<file path="config.mk">
export PLATFORM = sky130hd
export DESIGN_NAME = tdm_demux_pair
export DESIGN_NICKNAME = d
export VERILOG_FILES = /design/src/rtl/tdm_demux_pair.sv
export SDC_FILE = /design/constraint.sdc
export NUM_CORES = 1
export LEC_CHECK = 0
export CAP_MARGIN = 20
export CORE_MARGIN = 1
export CORE_UTILIZATION = 38
export CTS_CLUSTER_DIAMETER = 150
export DETAILED_ROUTE_END_ITERATION = 6
export PLACE_DENSITY = 0.73
export SYNTH_ARGS = -nofsm -noshare
export SYNTH_HDL_FRONTEND = slang
export SYNTH_SLANG_ARGS = --single-unit
</file>
<file path="constraint.sdc">
create_clock -name CLOCK_50 -period 1.3 [get_ports CLOCK_50]
set_input_delay 0.39 -clock CLOCK_50 [delete_from_list [all_inputs] [get_ports CLOCK_50]]
set_output_delay 0.39 -clock CLOCK_50 [all_outputs]
set_load 0.01 [all_outputs]
</file>
<file path="src/rtl/tdm_demux_pair.sv">
// Two-bank TDM demultiplexer: stages words into banks A/B, then publishes both at once.
// Optional pair counter enabled by defining TDM_DEMUX_PAIRCNT_EN; otherwise pair_cnt reads 0.
module tdm_demux_pair #(
   parameter int N = 4
) (
   input  logic         CLOCK_50,
   input  logic         reset,
   input  logic [N-1:0] d,
   input  logic         s,
   input  logic         valid,
   input  logic         auto_mode,
   output logic         ready,
   output logic [N-1:0] qa,
   output logic [N-1:0] qb,
   output logic         pair_done,
   output logic [7:0]   pair_cnt,
   output logic [9:4]   LEDR
);

   // state   | meaning
   // COLLECT | accepting words into staging banks A/B
   // DONE    | both banks staged; publish to qa/qb on the next edge
   typedef enum logic {
      COLLECT = 1'b0,
      DONE    = 1'b1
   } state_t;

   state_t         state_q, state_d;
   logic [N-1:0]   ra_q, ra_d;
   logic [N-1:0]   rb_q, rb_d;
   logic [N-1:0]   qa_q, qa_d;
   logic [N-1:0]   qb_q, qb_d;
   logic           flag_a_q, flag_a_d;
   logic           flag_b_q, flag_b_d;
   logic           pair_done_q, pair_done_d;
   logic           accept;
   logic           to_b;

   assign ready  = (state_q == COLLECT);
   assign accept = valid & ready;
   // In auto mode the destination follows the current A flag, so a mode
   // switch mid-collection simply picks up from whatever is already staged.
   assign to_b   = auto_mode ? flag_a_q : s;

   always_comb begin
      state_d     = state_q;
      ra_d        = ra_q;
      rb_d        = rb_q;
      qa_d        = qa_q;
      qb_d        = qb_q;
      flag_a_d    = flag_a_q;
      flag_b_d    = flag_b_q;
      pair_done_d = 1'b0;
      case (state_q)
         COLLECT: begin
            if (accept) begin
               if (to_b) begin
                  rb_d     = d;
                  flag_b_d = 1'b1;
               end else begin
                  ra_d     = d;
                  flag_a_d = 1'b1;
               end
            end
            if (flag_a_d && flag_b_d) state_d = DONE;
         end
         DONE: begin
            qa_d        = ra_q;
            qb_d        = rb_q;
            flag_a_d    = 1'b0;
            flag_b_d    = 1'b0;
            pair_done_d = 1'b1;
            state_d     = COLLECT;
         end
         default: state_d = COLLECT;
      endcase
   end

   always_ff @(posedge CLOCK_50 or posedge reset) begin
      if (reset) begin
         state_q     <= COLLECT;
         ra_q        <= '0;
         rb_q        <= '0;
         qa_q        <= '0;
         qb_q        <= '0;
         flag_a_q    <= 1'b0;
         flag_b_q    <= 1'b0;
         pair_done_q <= 1'b0;
      end else begin
         state_q     <= state_d;
         ra_q        <= ra_d;
         rb_q        <= rb_d;
         qa_q        <= qa_d;
         qb_q        <= qb_d;
         flag_a_q    <= flag_a_d;
         flag_b_q    <= flag_b_d;
         pair_done_q <= pair_done_d;
      end
   end

`ifdef TDM_DEMUX_PAIRCNT_EN
   logic [7:0] pair_cnt_q, pair_cnt_d;

   always_comb begin
      pair_cnt_d = pair_cnt_q;
      if (state_q == DONE) pair_cnt_d = pair_cnt_q + 8'd1;
   end

   always_ff @(posedge CLOCK_50 or posedge reset) begin
      if (reset) pair_cnt_q <= 8'd0;
      else       pair_cnt_q <= pair_cnt_d;
   end

   assign pair_cnt = pair_cnt_q;
`else
   assign pair_cnt = 8'd0;
`endif

   assign qa        = qa_q;
   assign qb        = qb_q;
   assign pair_done = pair_done_q;
   assign LEDR      = {flag_a_q, flag_b_q, (state_q == DONE), 3'b000};

endmodule
</file>
# Yosys cells after proc, flatten, opt, wreduce, memory -nomap -nowiden
# Index checks and enable logic that the tools add are counted.
# classes
n_addsub,0
n_mul,0
div,0
magnitude_cmp,0
n_eq_ne,0
n_shift,0
muxes,12
n_bitwise,3
reduce_logical,3
# ops
op,n
1-bit 2-to-1 mux,9
1-bit one-hot mux with 2 select lines,3
3-bit AND reduction,2
1-bit NOT,2
1-bit AND,1
1-bit logical AND,1
# totals
reg_bits,20
latchBits,0
ram_bits,0
mem_bits_ro,0
in_bits,9
output_inout_bits,24
word_cells,26
mem_count,0

# Logic depth before layout (Yosys ltp)
# logic_depth
depth_word,7
ltp_mapped,4
ltp_nobuf,3

# Worst setup path after synthesis
# No wires, ideal clock.
# synth_path
kind,flip-flop to flip-flop
from,reg state_q
to,reg rb_q[2]
setup_time_ns,0.125
arrival_time_ns,1.204
required_time_ns,1.175
setup_slack_ns,-0.029
path_stages_with_launch,4
n_path_buf,1
synth_period_minus_slack_ns,1.329
cell_sequence,dfrtp_1 buf_2 nor3b_4 mux2_2
# synth_between
elab_chain_len,3
# synth_lines
item,line,source
start: declaration,28,"state_t state_q, state_d;"
start signal: assignment,90,state_q <= state_d;
1-bit NOT (no source line) *,--,
1-bit AND,40,assign accept = valid & ready;
3-bit AND reduction (no source line) *,--,
end signal: assignment,92,rb_q <= rb_d;
end: declaration,30,"logic [N-1:0] rb_q, rb_d;"
# Every way passes the cells marked *; elsewhere a longest branch is shown, timed or not.
# A chain may end at the register's enable or synchronous reset.

# Worst setup path in the final report
# layout_path
from,reg state_q
to,out ready
# layout_between
elab_chain_len,1
# layout_lines
item,line,source
1-bit NOT (no source line),--,
end: declaration,12,"output logic ready,"
# Every way passes these cells.

==> parameters.txt <==
Parameter                              Value

STA
  Hold Vio Cnt, Final ... 0
  Post-route clock skew ... 0.00161 ns
  Setup violations, final ... 6
  Final worst slack ... -0.0697 ns
  Highest Clock Rate ... 0.730 GHz
  Crit path time final ... 1.37 ns
  Final period utilization ... 105%
  Final Max Tran Viols ... 0
  Setup TNS ... -0.344 ns
  RSZ-0062 raised after global routing ... yes
  Worst hold margin ... 0.400 ns

Setup path
  Data arrival, critical path ... 0.98 ns
  CP Data Required Time ... 0.91 ns
  Start-to-end type of the worst setup path ... reg2out
  Crit path launch type ... register
  Maximum fanout along the worst path ... 3
  R2R Path Start ... flag_a_q
  Endpoint class of the critical path ... primary output
  Worst reg2reg path depth ... 5
  Flop2flop setup slack ... -0.06 ns
  End of the worst register-to-register path ... rb_q[3]

GRT
  Largest net degree at the start of global routing ... 21
  Number of global-route vias before repair ... 557
  First-pass GRT wire length ... 2.50 mm
  Global route total overflow ... 0
  Antenna violations before repair ... 0
  Overall track demand over capacity in global routing ... 14.1%

Placement
  Gp weighted congestion ... 0.711
  Final HPWL DP ... 1.05 mm
  Total cell area at the placement stage ... 1100 µm²
  DP Cell Count ... 111
  Count of port buffers added during placement ... 21
  Placement Setup Slack ... -0.545 ns

Yosys
  Post-synth top cells ... sky130_fd_sc_hd__dfrtp_1, sky130_fd_sc_hd__buf_4, sky130_fd_sc_hd__mux2_2
  Main combinational cell family by area after synthesis ... multiplexers
  Cell types with the largest area share after synthesis ... sky130_fd_sc_hd__dfrtp_1, sky130_fd_sc_hd__mux2_2, sky130_fd_sc_hd__buf_4
  Library cell occupying the most area in the post-synthesis netlist ... sky130_fd_sc_hd__dfrtp_1
  Share of synthesized cell area in full adder, half adder and majority cells ... 0%
  Synthesized flop and latch total ... 20
  Synthesized-area fraction occupied by and/or/nand/nor cells ... 4.18%
  Sequential fraction of the synthesis area ... 57.6%
  Count of cell types in the netlist ... 13
  Xor and xnor area share after synthesis ... 0%
  Synth top area share ... 57.6%
  Number of warnings reported in the yosys synthesis log ... 0
  Synth Cell Area ... 868 µm²
  Mux cell area share after synthesis ... 22.3%
  Post-synthesis cell count ... 61
  Complex-gate fraction of the synthesized area ... 1.87%
  Predominant post-synthesis flop cell ... sky130_fd_sc_hd__dfrtp_1
  Most common cell in the synthesized netlist ... sky130_fd_sc_hd__dfrtp_1
  Mean cell area of the mapped netlist ... 14.2 µm²
  Fraction of registers with async set or reset after synthesis ... 100%
  Post-synth EDFFs ... 0

Layout
  Synthesis-to-finish area growth ... 37.8%
  Post-Layout Cell Count ... 123
  Final layout net count ... 107
  Fraction of layout instances using a drive strength above 1 ... 55.2%
  Core utilization of the finished layout ... 58.0%
  Count of fill cells added during filler insertion ... 188
  Final design area excluding fillers ... 1200 µm²
  Number of diodes added for antenna fixing ... 0

Floorplan
  Overall die width ... 49.8 µm
  Initial core utilization ... 42.1%
  Die boundary height ... 49.8 µm
  Num rows ... 16
  Number of placed I/O pins ... 33
  Core region area ... 2060 µm²
  Die Outline Area ... 2480 µm²

Status
  Violations in the final reports ... setup timing
  Outcome ... finished, violations left

Clock tree
  Clk sink count ... 20
  Clock Root Buffer ... sky130_fd_sc_hd__clkbuf_4
  Clock transition at path regs ... 0.10 ns
  Total clock buffers created by CTS ... 3
  Htree depth ... 1
  CTS tree ... built
  Max Root-Sink Buffers ... 2
  Clock latency reported for the late side of the worst-skew pair ... 0.29 ns
  Hold-fix buffers at CTS ... 0

Drt
  Detailed-route wire length ... 1.54 mm
  Initial DRC count ... 0
  Final antenna-violating net count ... 0
  Total via count after detailed routing ... 545
  Routed WL per cell ... 12.5 µm
  Post-route DRC ... 0
  Vias per std cell ... 4.43
  First-pass iteration count of the detailed router ... 1

Min path
  Classification of the worst-slack hold path ... in2async

Pwr
  Standby leakage power ... 0.582 nW
  Worst voltage drop across the vdd grid ... 0.00116 V
  Power density normalized to cell area ... 2230 nW/µm²
  Post-route total power ... 2.67 mW

Run
  Max cap viols ... 0
==> layer usage <==
| metal | part of all wire (%) | routed length [µm] | GRT usage, % | vias to the layer above |
|---|---|---|---|---|
| met5 | 0 | 0 | 0 | - |
| met4 | 3.7 | 57 | 9.52 | 0 |
| met3 | 5.2 | 80 | 3.09 | 8 |
| met2 | 48 | 747 | 23.6 | 27 |
| met1 | 43 | 658 | 15.9 | 257 |
| li1 | - | - | - | 253 |
==> layout by cell type (no fill, tap or decap), types with 2 or more instances in the layout <==
cell type	synthesis	layout
sky130_fd_sc_hd__buf_2	1	11
sky130_fd_sc_hd__buf_4	14	9
sky130_fd_sc_hd__buf_6	0	7
sky130_fd_sc_hd__clkbuf_4	0	3
sky130_fd_sc_hd__clkdlybuf4s50_1	0	6
sky130_fd_sc_hd__conb_1	1	11
sky130_fd_sc_hd__dfrtp_1	20	20
sky130_fd_sc_hd__dlygate4sd2_1	0	2
sky130_fd_sc_hd__mux2_2	14	12
sky130_fd_sc_hd__mux2_4	0	4
sky130_fd_sc_hd__nand2_1	2	2
==> state kept, by name, summed over array words and instances (netlist names) <==
| signal | flops |
|---|---|
| qa | 4 |
| qb | 4 |
| ra_q | 4 |
| rb_q | 4 |
| flag_a_q | 1 |
| flag_b_q | 1 |
| pair_done | 1 |
| state_q | 1 |
==> report_power, final <==
| group | switching, mW | leakage, nW | internal [mW] | total, mW |
|---|---|---|---|---|
| logic | 0.507 | 0.330 | 0.784 | 1.29 |
| registers | 0.163 | 0.239 | 0.935 | 1.10 |
| clock network | 0.173 | 0.0138 | 0.108 | 0.281 |
==> kinds of logic (layout without fill, tap and decap cells) <==
family	after synthesis	after routing
buf+inv	17	42
other cells	1	11
flops	20	20
compound gates	2	2
mux	17	17
simple gates	4	4
==> worst max-delay path by stage <==
stage / startpoint / to / slack (ns) / depth (start not counted)
after global placement: auto_mode / rb_q[2] / -0.54 / 4
after global routing: state_q / ready / -0.12 / 3
after floorplan: state_q / rb_q[2] / -0.01 / 3
final: state_q / ready / -0.07 / 3
after CTS: state_q / rb_q[0] / -0.07 / 4
after detailed placement: auto_mode / rb_q[3] / -0.55 / 4
==> layout make-up <==
| class | instances | area, µm² | share of cell area, % |
|---|---|---|---|
| well taps | 27 | 33.8 | 2.82 |
| flip-flops and latches | 20 | 500 | 41.8 |
| clock buffers | 3 | 22.5 | 1.88 |
| repair buffers | 37 | 304 | 25.4 |
| inverters | 2 | 10.0 | 0.837 |
| multi-input cells | 34 | 325 | 27.2 |
==> worst max-delay path, cell delays in order, from the launching register on <==
cell,delay [ns]
sky130_fd_sc_hd__dfrtp_1,0.42
sky130_fd_sc_hd__buf_6,0.14
sky130_fd_sc_hd__inv_4,0.04
sky130_fd_sc_hd__buf_6,0.09
==> repair_timing <==
| item | 4_1_cts | 5_1_grt |
|---|---|---|
| setup endpoints to repair | 23 | 16 |
| gates resized for setup | 57 | 12 |
| buffers inserted | 7 | 3 |
| pin swaps | 2 | 2 |
| cloned | 0 | 0 |
(Power assumes the default switching activity.)
